===== src/rtl/lcd_bus_responder.sv =====
// Receiver for a 4-bit HD44780-style character-LCD write bus. It decodes strobes into bytes,
// executes the commands, keeps a 2x16 DDRAM shadow with a registered read port, and flags timing faults.
module lcd_bus_responder #(
   parameter int MIN_E_HIGH   = 12,
   parameter int BUSY_CYCLES  = 2000,
   parameter int CLEAR_CYCLES = 82000
) (
   input  logic       clk,
   input  logic       reset,
   input  logic       lcd_rs,
   input  logic       lcd_rw,
   input  logic       lcd_e,
   input  logic [3:0] lcd_d,
   input  logic [4:0] rd_idx,
   output logic [7:0] rd_char,
   output logic       byte_valid,
   output logic       byte_rs,
   output logic [7:0] byte_val,
   output logic [6:0] ddram_addr,
   output logic       mode_4bit,
   output logic       display_on,
   output logic       busy,
   output logic [3:0] err
);

   localparam int HW   = $clog2(MIN_E_HIGH + 1);
   localparam int BMAX = (BUSY_CYCLES > CLEAR_CYCLES) ? BUSY_CYCLES : CLEAR_CYCLES;
   localparam int BW   = $clog2(BMAX + 1);
   localparam logic [HW-1:0] HI_MAX     = HW'(MIN_E_HIGH);
   localparam logic [BW-1:0] BUSY_LOAD  = BW'(BUSY_CYCLES);
   localparam logic [BW-1:0] CLEAR_LOAD = BW'(CLEAR_CYCLES);

   logic          rs_q, rw_q, e_q, e_d;
   logic [3:0]    d_q;
   logic [HW-1:0] hi_cnt;
   logic          strobe;
   logic          phase_lo;
   logic [3:0]    hi_nib;
   logic          hi_rs;
   logic          err_rs, err_busy, err_short, err_rw;

   logic          cgram_sel, increment;
   logic [BW-1:0] busy_cnt;
   logic          fill_active;
   logic [4:0]    fill_idx;
   logic [7:0]    shadow [0:31];

   logic [6:0]    addr_nxt;
   logic          cgram_nxt, inc_nxt, mode_nxt, disp_nxt;
   logic          phase_rst, fill_start, wr_en;
   logic [4:0]    wr_idx;

   // Cursor step with the two-line DDRAM wrap; off-screen addresses step plainly.
   function automatic logic [6:0] step_addr(input logic [6:0] a, input logic up);
      logic [6:0] r;
      if (up) begin
         if (a == 7'h27)      r = 7'h40;
         else if (a == 7'h67) r = 7'h00;
         else                 r = a + 7'd1;
      end else begin
         if (a == 7'h00)      r = 7'h67;
         else if (a == 7'h40) r = 7'h27;
         else                 r = a - 7'd1;
      end
      return r;
   endfunction

   assign strobe = e_d & ~e_q;
   assign busy   = (busy_cnt != '0);
   assign err    = {err_rs, err_busy, err_short, err_rw};

   // Bus sampling, pulse-width timing and nibble assembly into accepted bytes.
   always_ff @(posedge clk) begin
      if (reset) begin
         rs_q       <= 1'b0;
         rw_q       <= 1'b0;
         e_q        <= 1'b0;
         e_d        <= 1'b0;
         d_q        <= 4'h0;
         hi_cnt     <= '0;
         phase_lo   <= 1'b0;
         hi_nib     <= 4'h0;
         hi_rs      <= 1'b0;
         byte_valid <= 1'b0;
         byte_rs    <= 1'b0;
         byte_val   <= 8'h00;
         err_rs     <= 1'b0;
         err_short  <= 1'b0;
         err_rw     <= 1'b0;
      end else begin
         rs_q       <= lcd_rs;
         rw_q       <= lcd_rw;
         e_q        <= lcd_e;
         d_q        <= lcd_d;
         e_d        <= e_q;
         byte_valid <= 1'b0;
         if (!e_q)
            hi_cnt <= '0;
         else if (hi_cnt != HI_MAX)
            hi_cnt <= hi_cnt + 1'b1;

         if (strobe) begin
            if (hi_cnt < HI_MAX) begin
               err_short <= 1'b1;
            end else if (rw_q) begin
               err_rw <= 1'b1;
            end else if (!mode_4bit) begin
               byte_valid <= 1'b1;
               byte_rs    <= rs_q;
               byte_val   <= {d_q, 4'h0};
            end else if (!phase_lo) begin
               phase_lo <= 1'b1;
               hi_nib   <= d_q;
               hi_rs    <= rs_q;
            end else begin
               phase_lo <= 1'b0;
               if (rs_q != hi_rs) begin
                  err_rs <= 1'b1;
               end else begin
                  byte_valid <= 1'b1;
                  byte_rs    <= rs_q;
                  byte_val   <= {hi_nib, d_q};
               end
            end
         end

         if (phase_rst)
            phase_lo <= 1'b0;
      end
   end

   // Byte execution: command decode by highest set bit, or a data write into DDRAM.
   always_comb begin
      addr_nxt   = ddram_addr;
      cgram_nxt  = cgram_sel;
      inc_nxt    = increment;
      mode_nxt   = mode_4bit;
      disp_nxt   = display_on;
      phase_rst  = 1'b0;
      fill_start = 1'b0;
      wr_en      = 1'b0;
      wr_idx     = 5'd0;
      if (byte_valid) begin
         if (byte_rs) begin
            if (!cgram_sel) begin
               if (ddram_addr[6:4] == 3'b000) begin
                  wr_en  = 1'b1;
                  wr_idx = {1'b0, ddram_addr[3:0]};
               end else if (ddram_addr[6:4] == 3'b100) begin
                  wr_en  = 1'b1;
                  wr_idx = {1'b1, ddram_addr[3:0]};
               end
               addr_nxt = step_addr(ddram_addr, increment);
            end
         end else if (byte_val[7]) begin
            addr_nxt  = byte_val[6:0];
            cgram_nxt = 1'b0;
         end else if (byte_val[6]) begin
            cgram_nxt = 1'b1;
         end else if (byte_val[5]) begin
            mode_nxt  = ~byte_val[4];
            phase_rst = 1'b1;
         end else if (byte_val[4]) begin
            if (!byte_val[3])
               addr_nxt = step_addr(ddram_addr, byte_val[2]);
         end else if (byte_val[3]) begin
            disp_nxt = byte_val[2];
         end else if (byte_val[2]) begin
            inc_nxt = byte_val[1];
         end else if (byte_val[1]) begin
            addr_nxt  = 7'h00;
            cgram_nxt = 1'b0;
         end else if (byte_val[0]) begin
            addr_nxt   = 7'h00;
            cgram_nxt  = 1'b0;
            inc_nxt    = 1'b1;
            fill_start = 1'b1;
         end
      end
   end

   // Controller state, busy countdown and the clear-display fill sequencer.
   always_ff @(posedge clk) begin
      if (reset) begin
         ddram_addr  <= 7'h00;
         cgram_sel   <= 1'b0;
         increment   <= 1'b1;
         mode_4bit   <= 1'b0;
         display_on  <= 1'b0;
         busy_cnt    <= '0;
         err_busy    <= 1'b0;
         fill_active <= 1'b0;
         fill_idx    <= 5'd0;
      end else begin
         ddram_addr <= addr_nxt;
         cgram_sel  <= cgram_nxt;
         increment  <= inc_nxt;
         mode_4bit  <= mode_nxt;
         display_on <= disp_nxt;
         if (byte_valid) begin
            busy_cnt <= (!byte_rs && byte_val == 8'h01) ? CLEAR_LOAD : BUSY_LOAD;
            if (busy)
               err_busy <= 1'b1;
         end else if (busy) begin
            busy_cnt <= busy_cnt - 1'b1;
         end
         if (fill_start) begin
            fill_active <= 1'b1;
            fill_idx    <= 5'd0;
         end else if (fill_active) begin
            fill_idx <= fill_idx + 5'd1;
            if (fill_idx == 5'd31)
               fill_active <= 1'b0;
         end
      end
   end

   // Shadow screen; the read register sees the pre-write contents on a same-cycle write.
   always_ff @(posedge clk) begin
      if (reset) begin
         rd_char <= 8'h20;
         for (int i = 0; i < 32; i++)
            shadow[i] <= 8'h20;
      end else begin
         rd_char <= shadow[rd_idx];
         if (fill_active)
            shadow[fill_idx] <= 8'h20;
         else if (wr_en)
            shadow[wr_idx] <= byte_val;
      end
   end

endmodule

===== config.mk =====
export PLATFORM = sky130hd
export DESIGN_NAME = lcd_bus_responder
export DESIGN_NICKNAME = d
export VERILOG_FILES = /design/src/rtl/lcd_bus_responder.sv
export SDC_FILE = /design/constraint.sdc
export NUM_CORES = 1
export LEC_CHECK = 0
export ABC_AREA = 1
export BUFFER_PORTS_ARGS = -buffer_cell sky130_fd_sc_hd__clkbuf_2
export CAP_MARGIN = 10
export CORE_MARGIN = 3
export CORE_UTILIZATION = 45
export DETAILED_ROUTE_END_ITERATION = 6
export PLACE_DENSITY_LB_ADDON = 0.2
export SLEW_MARGIN = 15
export SYNTH_ARGS = -nofsm -noshare
export SYNTH_HDL_FRONTEND = slang
export SYNTH_SLANG_ARGS = --single-unit

===== constraint.sdc =====
create_clock -name clk -period 4.7 [get_ports clk]
set_clock_uncertainty 0.05 [all_clocks]
set_input_delay 0.47 -clock clk [delete_from_list [all_inputs] [get_ports clk]]
set_output_delay 0.47 -clock clk [all_outputs]
set_load 0.01 [all_outputs]

==> metrics.md <==
| Metric | Value |
|---|---|
| Post-synth top area cell | `edfxtp_1` |
| Worst-Margin Slew | `0.933 ns` |
| Area Growth Syn to Fin | `9.95%` |
| Wirelength per Cell | `18.6 um` |
| Post_cts resized | `0` |
| Synthesized Nets | `1,841` |
| Initial antenna violation count | `0` |
| Min Clock Period, post-route | `2.96 ns` |
| Synth cell types | `45` |
| Clock sinks | `330` |
| CTS Buf Count | `37` |
| Global-route wire length before repair | `68.1 mm` |
| Hold path endpoint | `d_q[1]$_SDFF_PP0_` |
| Hold_sp | `lcd_d[1]` |
| Clk root buf | `clkbuf_16` |
| Most used DFF post-synth | `edfxtp_1` |
| Post-place instance area | `16,400 um^2` |
| Pre-CTS setup slack | `1.44 ns` |
| FMAX | `337 MHz` |
| Num ports | `46` |
| Power per Cell Area | `386 nW/um^2` |
| Clk Latency, worst-skew pair | `0.53 ns` |
| Post-synth ARST share | `0` |
| Buffers from clock root to sink, at most | `3` |
| Placer congestion estimate | `0.885` |
| Detailed Routing Iterations Pass 1 | `6` |
| Setup violators final | `0` |
| CP startpoint kind | `flip-flop` |
| Worst VDD drop | `0.334 mV` |
| Vias per Instance | `5.33` |
| Outcome | `finished clean` |
| TNS Setup | `0 ns` |
| Final Cycle Share | `0.631` |
| IO Port Bufs | `45` |
| Layout cells sized above 1 | `0.111` |
| Leakage | `6.85 nW` |
| TritonCTS clock tree | `done` |
| R2r startpoint | `byte_valid$_SDFF_PP0_` |
| Vias | `12,300` |
| Die W | `194 um` |
| Fillers | `3,329` |
| H-tree depth | `2` |
| DP Wirelength | `26.8 mm` |
| Clk slew on worst S/H paths | `0.06 ns` |
| WL final | `42.7 mm` |
| Worst-path fanout max | `16` |
| Reg2reg path depth | `8` |
| Flops & latches, synth | `330` |
| RSZ-0062 raised after global routing | `false` |
| Max_slew headroom | `0.378` |
| Yosys warns | `0` |
| Sequential-to-total area share from yosys stat | `0.573` |
| Postcts setup bufs | `0` |
| Slew Viols, Final | `0` |
| Largest net degree at the start of global routing | `73` |
| Total GRT Usage | `0.227` |
| Rows | `68` |
| Top-area cell type share of the netlist area | `0.481` |
| Die area | `37,800 um^2` |
| Critical path capture point type | `flip-flop` |
| Synthesized cell area | `16,000 um^2` |
| WHS Path Cells | `3` |
| Die height | `194 um` |
| Max-cap violations | `0` |
| Detailed Route Iter0 Violations | `938` |
| DRC viols | `0` |
| Antenna Nets Post-Route | `0` |
| Grt ovf | `0` |
| Top cells by area, synth | `edfxtp_1 (48%), nand2_1 (11%), dfxtp_1 (9.3%)` |
| Hold Crit Class | `in2reg` |
| R2R setup slack | `1.74 ns` |
| Reg-to-Reg End | `shadow[23][3]$_SDFFCE_PN0P_` |
| Vias in the first global route | `12,500` |
| Cell count after synthesis | `1,820` |
| Antenna cells | `0` |
| WP data arrival | `3.10 ns` |
| Crit Path Category | `reg2reg` |
| Nets | `1,838` |
| Starting Density | `0.459` |
| Post-synth EDFFs | `256` |
| Mapped Avg Cell Area | `8.78 um^2` |
| Final worst slack | `1.74 ns` |
| Final hold vios | `0` |
| Finished layout cell area | `17,600 um^2` |
| Hold-fix buffers, CTS | `0` |
| Worst path required time | `4.84 ns` |
| Area of the core | `34,800 um^2` |
| Hold_ws | `0.0718 ns` |
==> report_power, final <==
group          internal [W]  switching, W  total, W
Combinational      0.000230      0.000471  0.000701
Sequential          0.00329     0.0000775   0.00337
Clock               0.00158       0.00115   0.00272
==> logic make-up after synthesis <==
logic type	share of synthesized area
AO/OA/AOI/OAI	0.0351
buffers and inverters	0.0482
AND/OR/NAND/NOR	0.333
flip-flops	0.573
adder cells (fa/ha/maj)	0.00548
XOR/XNOR	0.00493
==> worst max-delay path, stage by stage (launching register included) <==
cell	delay (ns)
dfxtp_1	0.65
nand2_2	0.14
nor2_4	0.12
nand2_4	0.14
o21ai_4	0.34
inv_4	0.11
nor2_8	0.51
nand2_2	0.22
nand2_1	0.32
==> per-stage QoR <==
stage | util | std cells | total power (W)
floorplan | - | 1820 | 0.00394
global placement | 0.473 | 2233 | 0.00412
detailed placement | 0.473 | 2233 | 0.00413
CTS | 0.505 | 2300 | 0.00685
global route | 0.505 | 2300 | 0.00708
finish | 0.505 | 2300 | 0.00679
==> cells in the final DEF (no fill, tap or decap), types with 23 or more instances in the layout <==
cell type / n
nand2_1: 484
nor2_1: 353
edfxtp_1: 256
nand3_1: 248
dfxtp_1: 74
inv_1: 67
o21ai_0: 55
clkbuf_2: 44
clkbuf_16: 38
a21oi_1: 32
nor2_2: 29
nand2_4: 23
==> how the worst max path moves through the flow <==
stage	slack, ns	cells after the start	to	from
after detailed placement	1.44	11	rd_char[2]$_SDFF_PP0_	rd_idx[0]
after CTS	1.74	8	shadow[23][4]$_SDFFCE_PN0P_	byte_valid$_SDFF_PP0_
final	1.74	8	shadow[23][3]$_SDFFCE_PN0P_	byte_valid$_SDFF_PP0_
after floorplan	2.29	11	shadow[6][0]$_SDFFCE_PN0P_	reset
after global placement	1.43	9	rd_char[1]$_SDFF_PP0_	rd_idx[0]
after global routing	1.58	10	shadow[26][2]$_SDFFCE_PN0P_	byte_valid$_SDFF_PP0_
==> Yosys cell counts (all sizes together) (3+ instances only) <==
library cell	n
xor2	7
buf	26
clkinv	3
nand2	523
nor4	4
a21oi	32
o21ai	61
inv	74
nor3	10
edfxtp	256
ha	7
nor2	396
nand4	4
nand3b	3
dfxtp	74
clkbuf	77
nand3	249
==> sequential cells by signal, summed over array words and instances, names as in the netlist, 4 cells and up <==
signal      flops
shadow        256
busy_cnt       17
byte_val        8
rd_char         8
ddram_addr      7
fill_idx        5
d_q             4
hi_cnt          4
hi_nib          4
==> per-layer routing <==
| metal | global-route usage | vias to the layer above | wire length, um |
|---|---|---|---|
| met5 | 0 | - | 0 |
| met4 | 0.0694 | 0 | 1100 |
| met3 | 0.0322 | 86 | 2490 |
| met2 | 0.388 | 390 | 20900 |
| met1 | 0.301 | 5798 | 18200 |
| li1 | - | 5992 | - |
==> cell type report <==
type / count / area, um^2 / area share
Multi-Input combinational cell: 1310 / 6050 / 0.344
Timing Repair Buffer: 61 / 360 / 0.0205
Inverter: 77 / 299 / 0.0170
Clock buffer: 59 / 1080 / 0.0614
Tap cell: 455 / 569 / 0.0324
Clock inverter: 8 / 50.0 / 0.00285
Sequential cell: 330 / 9170 / 0.522
No activity file was read; power rests on OpenSTA's default activity.
